===== config.mk =====
export PLATFORM = sky130hd
export DESIGN_NAME = sonar_array_ctrl
export DESIGN_NICKNAME = d
export VERILOG_FILES = /design/src/rtl/sonar_pkg.sv /design/src/rtl/sonar_sync.sv /design/src/rtl/sonar_array_ctrl.sv
export SDC_FILE = /design/constraint.sdc
export NUM_CORES = 1
export LEC_CHECK = 0
export CAP_MARGIN = 20
export CORE_MARGIN = 3
export CORE_UTILIZATION = 40
export CTS_CLUSTER_DIAMETER = 50
export DETAILED_ROUTE_END_ITERATION = 10
export SLEW_MARGIN = 20
export SYNTH_ARGS = -nofsm -noshare
export SYNTH_HDL_FRONTEND = slang
export SYNTH_SLANG_ARGS = --single-unit

===== constraint.sdc =====
create_clock -name clk -period 2.91 [get_ports clk]
set_input_delay 0.873 -clock clk [delete_from_list [all_inputs] [get_ports clk]]
set_output_delay 0.873 -clock clk [all_outputs]
set_load 0.05 [all_outputs]

===== src/rtl/sonar_pkg.sv =====
// Shared state encoding, default timing and sizing helpers for the sonar array controller.
package sonar_pkg;

    typedef enum logic [2:0] {
        ST_IDLE,
        ST_TRIG,
        ST_WAIT_RISE,
        ST_MEASURE,
        ST_HOLDOFF
    } state_e;

    localparam int DEF_NUM_CH      = 4;
    localparam int DEF_CNT_W       = 24;
    localparam int DEF_TRIG_CYC    = 120;
    localparam int DEF_RISE_TO_CYC = 12000;
    localparam int DEF_MAX_CYC     = 360000;
    localparam int DEF_HOLDOFF_CYC = 720000;
    localparam int DEF_NEAR_CYC    = 17400;

    function automatic int max3(input int a, input int b, input int c);
        int m;
        m = (a > b) ? a : b;
        return (m > c) ? m : c;
    endfunction

    // Bits needed to hold a counter running 0 .. n-1.
    function automatic int cnt_bits(input int n);
        return (n < 2) ? 1 : $clog2(n);
    endfunction

endpackage


===== src/rtl/sonar_sync.sv =====
// NUM_CH-wide two-flop synchroniser for the raw asynchronous echo lines.
module sonar_sync #(
    parameter int WIDTH = 4
) (
    input  logic             clk,
    input  logic             rst_n,
    input  logic [WIDTH-1:0] async_in,
    output logic [WIDTH-1:0] sync_out
);

    logic [WIDTH-1:0] meta_q, meta_d;
    logic [WIDTH-1:0] sync_q, sync_d;

    always_comb begin
        meta_d = async_in;
        sync_d = meta_q;
    end

    always_ff @(posedge clk or negedge rst_n) begin
        if (!rst_n) begin
            meta_q <= '0;
            sync_q <= '0;
        end else begin
            meta_q <= meta_d;
            sync_q <= sync_d;
        end
    end

    assign sync_out = sync_q;

endmodule


===== src/rtl/sonar_array_ctrl.sv =====
// Round-robin ultrasonic ranging controller: trigger one channel, time its echo, report, hold off.
module sonar_array_ctrl
    import sonar_pkg::*;
#(
    parameter  int NUM_CH      = DEF_NUM_CH,
    parameter  int CNT_W       = DEF_CNT_W,
    parameter  int TRIG_CYC    = DEF_TRIG_CYC,
    parameter  int RISE_TO_CYC = DEF_RISE_TO_CYC,
    parameter  int MAX_CYC     = DEF_MAX_CYC,
    parameter  int HOLDOFF_CYC = DEF_HOLDOFF_CYC,
    parameter  int NEAR_CYC    = DEF_NEAR_CYC,
    localparam int CH_W        = (NUM_CH > 1) ? $clog2(NUM_CH) : 1
) (
    input  logic              clk,
    input  logic              rst_n,
    input  logic              enable,
    input  logic [NUM_CH-1:0] ch_mask,
    input  logic [NUM_CH-1:0] echo,
    output logic [NUM_CH-1:0] trig,
    output logic              busy,
    output logic              result_valid,
    output logic [CH_W-1:0]   result_ch,
    output logic [CNT_W-1:0]  result_cycles,
    output logic              result_timeout,
    output logic [NUM_CH-1:0] near
);

    localparam int TMR_W = cnt_bits(max3(TRIG_CYC, RISE_TO_CYC, HOLDOFF_CYC));

    state_e            state_q, state_d;
    logic [TMR_W-1:0]  tmr_q, tmr_d;
    logic [CNT_W-1:0]  cnt_q, cnt_d;
    logic [CH_W-1:0]   ch_q, ch_d;
    logic [NUM_CH-1:0] echo_s, echo_prev_q, echo_prev_d;
    logic              result_valid_q, result_valid_d;
    logic [CH_W-1:0]   result_ch_q, result_ch_d;
    logic [CNT_W-1:0]  result_cycles_q, result_cycles_d;
    logic              result_timeout_q, result_timeout_d;
    logic [NUM_CH-1:0] near_q, near_d;

    logic              sel_found;
    logic [CH_W-1:0]   sel_ch, cand;
    logic              echo_rise;
    logic              done, done_to;
    logic [CNT_W-1:0]  done_cyc;

    sonar_sync #(.WIDTH(NUM_CH)) u_sync (
        .clk      (clk),
        .rst_n    (rst_n),
        .async_in (echo),
        .sync_out (echo_s)
    );

    // ch_q holds the last channel pinged; the search starts one past it and wraps.
    always_comb begin
        sel_found = 1'b0;
        sel_ch    = ch_q;
        cand      = ch_q;
        for (int off = NUM_CH; off >= 1; off--) begin
            cand = CH_W'((int'(ch_q) + off) % NUM_CH);
            if (ch_mask[cand]) begin
                sel_found = 1'b1;
                sel_ch    = cand;
            end
        end
    end

    assign echo_rise = echo_s[ch_q] & ~echo_prev_q[ch_q];

    // NOTE: every variable assigned below gets a default first, so no path can infer a latch.
    always_comb begin
        state_d          = state_q;
        tmr_d            = tmr_q;
        cnt_d            = cnt_q;
        ch_d             = ch_q;
        echo_prev_d      = echo_s;
        result_valid_d   = 1'b0;
        result_ch_d      = result_ch_q;
        result_cycles_d  = result_cycles_q;
        result_timeout_d = result_timeout_q;
        near_d           = near_q;
        done             = 1'b0;
        done_to          = 1'b0;
        done_cyc         = '0;

        case (state_q)
            ST_IDLE: begin
                if (enable && sel_found) begin
                    state_d = ST_TRIG;
                    ch_d    = sel_ch;
                    tmr_d   = '0;
                end
            end
            ST_TRIG: begin
                if (tmr_q == TMR_W'(TRIG_CYC - 1)) begin
                    state_d = ST_WAIT_RISE;
                    tmr_d   = '0;
                end else begin
                    tmr_d = tmr_q + TMR_W'(1);
                end
            end
            ST_WAIT_RISE: begin
                if (echo_rise) begin
                    state_d = ST_MEASURE;
                    cnt_d   = CNT_W'(1);
                end else if (tmr_q == TMR_W'(RISE_TO_CYC - 1)) begin
                    done    = 1'b1;
                    done_to = 1'b1;
                end else begin
                    tmr_d = tmr_q + TMR_W'(1);
                end
            end
            ST_MEASURE: begin
                if (!echo_s[ch_q]) begin
                    done     = 1'b1;
                    done_cyc = cnt_q;
                end else if (cnt_q == CNT_W'(MAX_CYC - 1)) begin
                    // Still high on the cycle the count reaches MAX_CYC: saturate and give up.
                    done     = 1'b1;
                    done_to  = 1'b1;
                    done_cyc = CNT_W'(MAX_CYC);
                end else begin
                    cnt_d = cnt_q + CNT_W'(1);
                end
            end
            ST_HOLDOFF: begin
                if (tmr_q == TMR_W'(HOLDOFF_CYC - 1)) begin
                    state_d = ST_IDLE;
                end else begin
                    tmr_d = tmr_q + TMR_W'(1);
                end
            end
            default: state_d = ST_IDLE;
        endcase

        if (done) begin
            state_d          = ST_HOLDOFF;
            tmr_d            = '0;
            result_valid_d   = 1'b1;
            result_ch_d      = ch_q;
            result_cycles_d  = done_cyc;
            result_timeout_d = done_to;
            near_d[ch_q]     = !done_to && (done_cyc < CNT_W'(NEAR_CYC));
        end
    end

    // NOTE: the pointer resets to the last channel so that channel 0 is the first one searched.
    always_ff @(posedge clk or negedge rst_n) begin
        if (!rst_n) begin
            state_q          <= ST_IDLE;
            tmr_q            <= '0;
            cnt_q            <= '0;
            ch_q             <= CH_W'(NUM_CH - 1);
            echo_prev_q      <= '0;
            result_valid_q   <= 1'b0;
            result_ch_q      <= '0;
            result_cycles_q  <= '0;
            result_timeout_q <= 1'b0;
            near_q           <= '0;
        end else begin
            // NOTE: non-blocking so every flop samples the pre-edge value of every other flop.
            state_q          <= state_d;
            tmr_q            <= tmr_d;
            cnt_q            <= cnt_d;
            ch_q             <= ch_d;
            echo_prev_q      <= echo_prev_d;
            result_valid_q   <= result_valid_d;
            result_ch_q      <= result_ch_d;
            result_cycles_q  <= result_cycles_d;
            result_timeout_q <= result_timeout_d;
            near_q           <= near_d;
        end
    end

    always_comb begin
        trig = '0;
        if (state_q == ST_TRIG) begin
            trig[ch_q] = 1'b1;
        end
    end

    assign busy           = (state_q != ST_IDLE);
    assign result_valid   = result_valid_q;
    assign result_ch      = result_ch_q;
    assign result_cycles  = result_cycles_q;
    assign result_timeout = result_timeout_q;
    assign near           = near_q;

endmodule


# Word-level counts from Yosys, hierarchy flattened

Index checks and enable logic that the tools add are counted.

$add $sub $neg: 6
Order comparisons: 7
Equal/unequal tests: 19
Muxes and demuxes: 52
Bitwise operators: 2
Reduce and logical (&&, ||, !) cells: 13

Operators by type and width:

| operator                                                               | count |
|---|---|
| 20-bit two-way mux                                                     | 6 |
| 24-bit two-way mux                                                     | 5 |
| 20-bit case mux with 4 select lines                                    | 1 |
| 24-bit case mux with 2 select lines                                    | 1 |
| 24-bit by 1-bit adder with 24-bit output, second input constant        | 1 |
| 24-bit by 19-bit == test with 1-bit output, second input constant      | 1 |
| 24-bit by 15-bit < comparator with 1-bit output, second input constant | 1 |
| 3-bit inequality test, second input constant                           | 7 |
| 20-bit by 1-bit adder with 20-bit output, second input constant        | 1 |
| 20-bit by 14-bit == test with 1-bit output, second input constant      | 1 |
| 20-bit == test, second input constant                                  | 1 |
| 20-bit by 7-bit == test with 1-bit output, second input constant       | 1 |
| 19-bit two-way mux                                                     | 1 |
| 1-bit two-way mux                                                      | 17 |
| 2-bit by 3-bit < comparator with 1-bit output, second input constant   | 5 |
| 3-bit two-way mux                                                      | 5 |
| 3-bit case mux with 5 select lines                                     | 1 |
| 1-bit binary-select mux with 2-bit select                              | 6 |
| 5-bit AND reduction                                                    | 2 |
| 2-bit two-way mux                                                      | 4 |
| 2-bit inequality test, second input constant                           | 4 |
| 3-bit by 2-bit == test with 1-bit output, second input constant        | 2 |
| 5-bit nonzero test                                                     | 1 |
| 2-bit by 1-bit adder with 2-bit output, second input constant          | 2 |
| other kinds (18)                                                       | 22 |

Register bits after elaboration: 93
Input bits: 11
Output and inout bits: 37

# Longest topological paths before layout

Gate-level depths: netlist of run 1.

Depth after elaboration: 11
Gate-level depth with buffers: 9

# Cells and area by module

From an unflattened synthesis of run 1, not the netlist that was laid out.

Cells, all modules: 509
Area total of the unflattened synthesis: 5014.8 um^2

By module, submodules not included:

| module           | times used | cells an instance | area each (um^2) |
|---|---|---|---|
| sonar_array_ctrl | 1          | 501               | 4814.6 |
| sonar_sync       | 1          | 8                 | 200.2 |

# Least setup slack after synthesis of run 1

OpenSTA, ideal clock, no wires.

Path type: reg2reg
Start: reg ch_q[0]
End: reg tmr_q[1]
Setup time: 125 ps
Arrival time: 2502 ps
Data required time: 2785 ps
Path slack: 284 ps
Cell stages (with the launch flop): 8
Buffers on the path: 2
Cells stage by stage: dfstp_2 buf_6 mux4_2 nand2b_4 or4b_4 a31oi_4 buf_6 mux2_2

Cells in the longest elaborated chain, start to end: 10
Elaborated cells between the ends (all ways): 33
Classes of those cells: add/sub: 4; eq/ne: 4; mux: 20; bitwise: 2; reduce/logical: 3

Ends and longest elaborated chain:

| what                                      | RTL line                | source |
|---|---|---|
| start, declared                           | sonar_array_ctrl.sv:33  | `logic [CH_W-1:0] ch_q, ch_d;` |
| start signal, assigned                    | sonar_array_ctrl.sv:153 | `ch_q <= CH_W'(NUM_CH - 1);` |
| start signal, assigned                    | sonar_array_ctrl.sv:165 | `ch_q <= ch_d;` |
| 2-bit by 1-bit adder with 2-bit output    | sonar_array_ctrl.sv:60  | `cand = CH_W'((int'(ch_q) + off) % NUM_CH);` |
| 1-bit binary-select mux with 2-bit select | sonar_array_ctrl.sv:61  | `if (ch_mask[cand]) begin` |
| 1-bit two-way mux (not written as such)   | sonar_array_ctrl.sv:61  |  |
| 1-bit two-way mux (4 in a row)            | sonar_array_ctrl.sv:61  |  |
| 1-bit logical AND                         | sonar_array_ctrl.sv:88  | `if (enable && sel_found) begin` |
| 3-bit inequality test (no line)           | -                       |  |
| 5-bit AND reduction (no line)             | -                       |  |
| end signal, assigned                      | sonar_array_ctrl.sv:163 | `tmr_q <= tmr_d;` |
| end, declared                             | sonar_array_ctrl.sv:31  | `logic [TMR_W-1:0] tmr_q, tmr_d;` |

Several ways; a longest one is shown, not always the timed one. The select of a mux whose other input is x is not followed.
A chain may end at the register's enable or synchronous reset.

# Worst setup path after layout of run 1

Start: reg ch_q[0]
End: reg tmr_q[0]

The elaborated chain is that of the path after synthesis.

==> impl_metrics.yaml, run 1 <==
sta:
  worst_slack_ps: 142.5
  drv_slew: 0
  slew_headroom_pct: 39.58
  fin_hold_ws_ps: 350.3
  rsz0062_at_grt: "no"
  setup_violations: 0
  skew_ps: 8.322
  timing.final.crit_share_pct: 95.10
  hold_violations: 0
  worstMarginPinSlew_ps: 896.8
  min_period_ps: 2767
  fmax_mhz: 361.3
finish:
  drive_above_1_share_pct: 12.05
  finish.utilization_pct: 52.18
  area_growth_pct: 24.23
  fin_cells: 671
  final_nets: 544
  diodes: 0
job:
  max_cap_violations: 0
synthesis:
  synthesis.nets: 480
  synth_compound_area_share_pct: 17.62
  synthAdderAreaFrac_pct: 1.606
  synth_seq_cells: 93
  synth_area_leader_cell: "dfrtp_1"
  synth_common_cells: "dfrtp_1 (91), nor2_1 (47), a22o_1 (36), nand2_1 (36), nor3_1 (25)"
  synth_xor_area_share_pct: 3.748
  synthSimpleGateAreaFrac_pct: 21.39
  synth.top_cell.area_share_pct: 48.73
  yosysWarnings: 0
  ys_types: 55
  synth_top_family_by_area: "simple AND/OR/NAND/NOR gates"
  synthArstFlopShare_pct: 100.0
  yosysMostFrequentCell: "dfrtp_1"
  synth-edff-count: 0
  ys.flop_type: "dfrtp_1"
  syn_area_um2: 4673
  yosysSeqAreaShare_pct: 49.85
  syn_area_per_cell_um2: 10.09
  syn_inst: 463
  synth_area_leaders: "dfrtp_1 (49%), a22o_1 (6.7%), nor2_1 (3.8%), xnor2_1 (3.0%), nand2_1 (2.9%)"
  muxShareOfSynthArea_pct: 2.303
global_routing:
  grt_pass1_wl_mm: 17.80
  gr-total-overflow: 0
  grtUsageMet2_pct: 26.81
  grt_usage_pct: 17.04
  grt_max_degree: 49
  top_usage_layer: "met2"
  antenna_found_initial: 0
  grt_use_met1_pct: 23.56
  grt_use_met3_pct: 3.805
  grt_pass1_vias: 3632
placed_design:
  gp_congestion: 0.8274
  place_inst: 655
  port_buffers: 47
  dp_slack_ps: -95.41
  dp_hpwl_mm: 7.653
cts:
  numClockSinks: 93
  clkLatencyLatePin_ps: 350
  post_cts_buffers: 0
  root_buffer: "clkbuf_16"
  cts_made_buffers: 9
  cts_max_path_buffers: 2
  htree_levels: 3
  cts.clk_slew.worst_paths_ps: 60
  cts_tree: "yes"
  ctsHoldBuffers: 0
floorplanning:
  start_util_pct: 42.00
  rows: 38
  core_um2: 11130
  die_x_um: 114.1
  die-area_um2: 13020
  io_pins: 48
  die_h_um: 114.1
power:
  sw_frac_of_total_pct: 29.85
  intPower_uw: 2491
  power_frac_seq_pct: 42.2
  combPwrFrac_pct: 21.9
  leakagePower_uw: 0.002508
  clkPwrFrac_pct: 35.9
  power_uw: 3551
  p_sw_uw: 1060
  ir_worst_vdd_v: 0.0003922
  p_per_area_nw_per_um2: 611.7
routing:
  drc: 0
  dr.pass1.iters: 5
  via_per_inst: 5.551
  routed_wl_mm: 10.85
  vias: 3725
  wire_per_inst_um: 16.18
  antenna_left: 0
  drtIter0Drc: 171
critical_path:
  path_class: "flop to flop"
  cp_common_cell: "buf_4"
  slowest_delay_ps: 660
  worst_path_max_delay_cell: "dfstp_2"
  reg2reg_slack_ps: 140
  start_kind: "flop"
  path_cells: "mux4_2 -> buf_4 -> nor2_2 -> a21oi_1 -> o211ai_2 -> buf_4 -> or3_1 -> mux2i_1"
  worstPathRequired_ps: 3180
  path_max_fanout: 11
  crit_arrival_ps: 3040
  critPathCaptureType: "flop"
min_path:
  hp-class: "flop to flop"
outcome:
  status: "completed"
==> cell usage in the layout (no fill, tap or decap), types with 3 or more instances in the layout <==
master	instances
ha_1	6
nor2b_1	7
nand3_1	15
o21ai_0	20
buf_4	26
a22o_1	36
xnor2_1	16
nor2_1	46
and3_1	11
nand4_1	11
mux2i_1	4
a211oi_1	5
nor3_1	24
xor2_1	4
clkbuf_16	9
dfrtp_1	91
nand2_1	36
clkdlybuf4s50_1	41
buf_12	5
a21o_1	3
nand2b_1	5
nor4_1	10
inv_1	12
o21ai_1	11
or4_1	3
and2_1	8
a221o_1	8
or3_1	5
a21oi_1	7
==> power groups by stage <==
stage	clock, uW	sequential [uW]	combinational (uW)
final	1270	1500	779
after global routing	1340	1510	853
after CTS	1300	1500	780
after detailed placement	0	1520	778
after global placement	0	1510	764
after floorplan	0	1490	512
==> path summary, 6_finish.rpt <==
kind,from,to,depth (start not counted)
worst max-delay path,ch_q[0]$_DFFE_PN1P_,tmr_q[0]$_DFFE_PN0P_,8
worst min-delay path,u_sync.meta_q[3]$_DFF_PN0_,u_sync.sync_out[3]$_DFF_PN0_,0
worst max register to register,ch_q[0]$_DFFE_PN1P_,tmr_q[0]$_DFFE_PN0P_,8
worst min register to register,u_sync.meta_q[3]$_DFF_PN0_,u_sync.sync_out[3]$_DFF_PN0_,0
max in group asynchronous,rst_n,u_sync.meta_q[1]$_DFF_PN0_,2
min in group asynchronous,rst_n,result_cycles[5]$_DFFE_PN0P_,1
==> area by class of cell <==
class / count / area (um^2)
repair buffers: 73 / 714.4
clock inverters: 6 / 95.09
well taps: 140 / 175.2
clock buffers: 9 / 225.2
flip-flops and latches: 93 / 2330
inverters: 13 / 48.80
multi-input cells: 337 / 2217
fillers: 1034 / 5320
==> sequential cells by signal, indices dropped and copies added (netlist names) <==
register and cells:
result_timeout 1, cnt_q 24, tmr_q 20, u_sync.meta_q 4, result_ch 2, echo_prev_q 4, ch_q 2, state_q 3
result_valid 1, u_sync.sync_out 4, near 4, result_cycles 24
==> repair_timing <==
action,CTS,global route
gates resized for setup,1,2
endpoints found under the setup margin,1,14
cloned,0,1
pin swaps,0,1
endpoints found under the hold margin,0,0
==> layer usage <==
layer / share of wire, % / vias to the layer above
met5: 0 / -
met4: 1.1 / 0
met3: 4.2 / 13
met2: 49 / 91
met1: 46 / 1788
li1: - / 1833
==> per-stage QoR <==
step / TNS [ps] / cell area, um^2
4_1_cts: 0 / 5781
2_1_floorplan: 0 / 4673
6_report: 0 / 5806
3_5_place_dp: -1568 / 5461
5_1_grt: 0 / 5806
3_3_place_gp: -1146 / 5461
==> critical path: cells and delay by family (launching register included) <==
kind / cells / cell delay, ps
muxes: 2 / 450
and+or+nand+nor: 2 / 410
AOI/OAI and AO/OA: 2 / 780
DFF: 1 / 660
buffers and inverters: 2 / 390
==> kinds of logic (layout without fill, tap and decap cells) <==
kind of cell | Yosys count | count (layout)
AOI/OAI and AO/OA | 108 | 109
xor gates and xnor gates | 20 | 20
adders and majority gates | 6 | 6
buffers and inverters | 34 | 101
DFF | 93 | 93
muxes | 8 | 8
and+or+nand+nor | 194 | 194
Note: power is estimated with default switching activity, not from simulation.
==> run 2, diff against run 1 <==
- CAP_MARGIN: 20 -> 25
- CELL_PAD_IN_SITES_DETAIL_PLACEMENT: default -> 0
- CELL_PAD_IN_SITES_GLOBAL_PLACEMENT: default -> 1
- PLACE_DENSITY_LB_ADDON: default -> 0.1
==> run 2 against run 1 <==
  * Clock power shrank 6%
  * Critical path depth is the same
  * Sequential power is essentially flat
  * Sequential share of layout area is essentially flat
  * Power shrank 2.2%
  * Critical endpoint is now tmr_q[1]$_DFFE_PN0P_
  * Clock skew grew 1.3 ps
  * Final cell count grew 0.60%
==> impl_metrics.yaml, run 2 (synthesized netlist as in run 1, its figures left out) <==
critical_path:
  start_kind: "input port"
  critPathCaptureType: "flop"
  r2r-end: "tmr_q[18]$_DFFE_PN0P_"
  reg2reg_slack_ps: 160
  path_max_fanout: 20
  crit_arrival_ps: 2990
  r2r_cells: 7
  path_class: "input port to flop"
  r2r-start: "tmr_q[0]$_DFFE_PN0P_"
  worstPathRequired_ps: 3140
outcome:
  status: "completed"
sta:
  setup_violations: 0
  drv_slew: 0
  timing.final.crit_share_pct: 94.86
  slew_headroom_pct: 62.47
  min_period_ps: 2760
  worst_slack_ps: 149.7
  fmax_mhz: 362.3
  worstMarginPinSlew_ps: 562.9
  skew_ps: 9.608
  fin_setup_tns_ps: 0
  hold_violations: 0
routing:
  dr.pass1.iters: 4
  wire_per_inst_um: 16.45
  via_per_inst: 5.581
  routed_wl_mm: 11.10
  vias: 3767
  antenna_left: 0
  drc: 0
  drtIter0Drc: 232
floorplanning:
  die_h_um: 114.1
  die-area_um2: 13020
  core_um2: 11130
  start_util_pct: 42.00
  rows: 38
  die_x_um: 114.1
  io_pins: 48
min_path:
  min_from: "u_sync.meta_q[3]$_DFF_PN0_"
  hp-class: "flop to flop"
  worstHoldPathCells: 0
  holdPathEnd: "u_sync.sync_out[3]$_DFF_PN0_"
power:
  ir_worst_vdd_v: 0.0004290
  p_sw_uw: 1063
  intPower_uw: 2410
  leakagePower_uw: 0.002537
  clkPwrFrac_pct: 34.2
  p_per_area_nw_per_um2: 598.5
  sw_frac_of_total_pct: 30.61
  power_frac_seq_pct: 42.9
  combPwrFrac_pct: 22.9
finish:
  drive_above_1_share_pct: 12.52
  diodes: 0
  finish.utilization_pct: 52.16
  final_nets: 547
  layout_common_cells: "dfrtp_1 (91), nor2_1 (47), clkdlybuf4s50_1 (41)"
  layout_commonest_cell: "dfrtp_1"
  area_growth_pct: 24.18
  nFillCells: 1044
  stdcell_area_um2: 5803
cts:
  ctsHoldBuffers: 0
  cts_tree: "yes"
  post_cts_buffers: 0
  clkLatencyLatePin_ps: 340
  cts.clk_slew.worst_paths_ps: 70
  numClockSinks: 93
  htree_levels: 3
  cts_made_buffers: 9
  cts_max_path_buffers: 2
  root_buffer: "clkbuf_16"
global_routing:
  gr-total-overflow: 0
  antenna_found_initial: 0
  grt_pass1_wl_mm: 18.72
  grt_usage_pct: 17.89
  grt_max_degree: 58
  grt_pass1_vias: 3690
placed_design:
  dp_hpwl_mm: 7.917
  port_buffers: 47
  postPlaceCellArea_um2: 5502
  gp_congestion: 0.8348
  dp_slack_ps: -222.2
job:
  max_cap_violations: 0
## run 2: final cells by class
class | count | area, um^2 | area share, %
sequential | 93 | 2330 | 40.15
clock inverter | 7 | 73.82 | 1.272
clock buffer | 9 | 225.2 | 3.881
inverter | 13 | 48.80 | 0.8409
tap | 140 | 175.2 | 3.019
timing repair buffer | 77 | 757.0 | 13.04
multi-input combinational | 336 | 2193 | 37.80
## run 2: how the worst max path moves through the flow
stage,startpoint,end,cells after the start
CTS,state_q[0]$_DFFE_PN0P_,trig[3],5
global placement,ch_mask[2],tmr_q[1]$_DFFE_PN0P_,8
global route,state_q[0]$_DFFE_PN0P_,trig[2],5
detailed placement,ch_mask[3],tmr_q[1]$_DFFE_PN0P_,8
floorplan,ch_q[0]$_DFFE_PN1P_,tmr_q[1]$_DFFE_PN0P_,7
finish,ch_mask[2],tmr_q[1]$_DFFE_PN0P_,8
## run 2: what timing repair did
| item | 4_1_cts | 5_1_grt |
|---|---|---|
| pin swaps | 0 | 0 |
| resized for setup | 1 | 2 |
| endpoints found under the setup margin | 1 | 6 |
## run 2: power groups by stage
stage / combinational (uW) / clock (uW) / sequential (uW)
6_report: 795 / 1190 / 1490
5_1_grt: 862 / 1270 / 1500
4_1_cts: 803 / 1220 / 1490
3_5_place_dp: 802 / 0 / 1510
3_3_place_gp: 789 / 0 / 1510
2_1_floorplan: 512 / 0 / 1490
## run 2: worst max-delay path: stages
cell and delay, ps:
clkdlybuf4s50_1 420, o41ai_1 430, buf_4 190, nor2_1 50, a2111oi_4 380, buf_4 190
a31oi_4 90, mux2_2 360
## run 2: per-layer routing
layer | track usage, % | share of wire [%]
met1 | 24.04 | 47
met2 | 29.39 | 48
met3 | 3.383 | 3.5
met4 | 5.542 | 1.2
met5 | 0 | 0
## run 2: per-stage QoR
step | instances | hold WS [ps] | power, uW
after global placement | 659 | 334.2 | 2299
after CTS | 675 | 350.7 | 3510
after global routing | 675 | 356.9 | 3633
after detailed placement | 659 | 337.2 | 2317
final | 675 | 348.6 | 3473
after floorplan | 463 | 331.2 | 1999
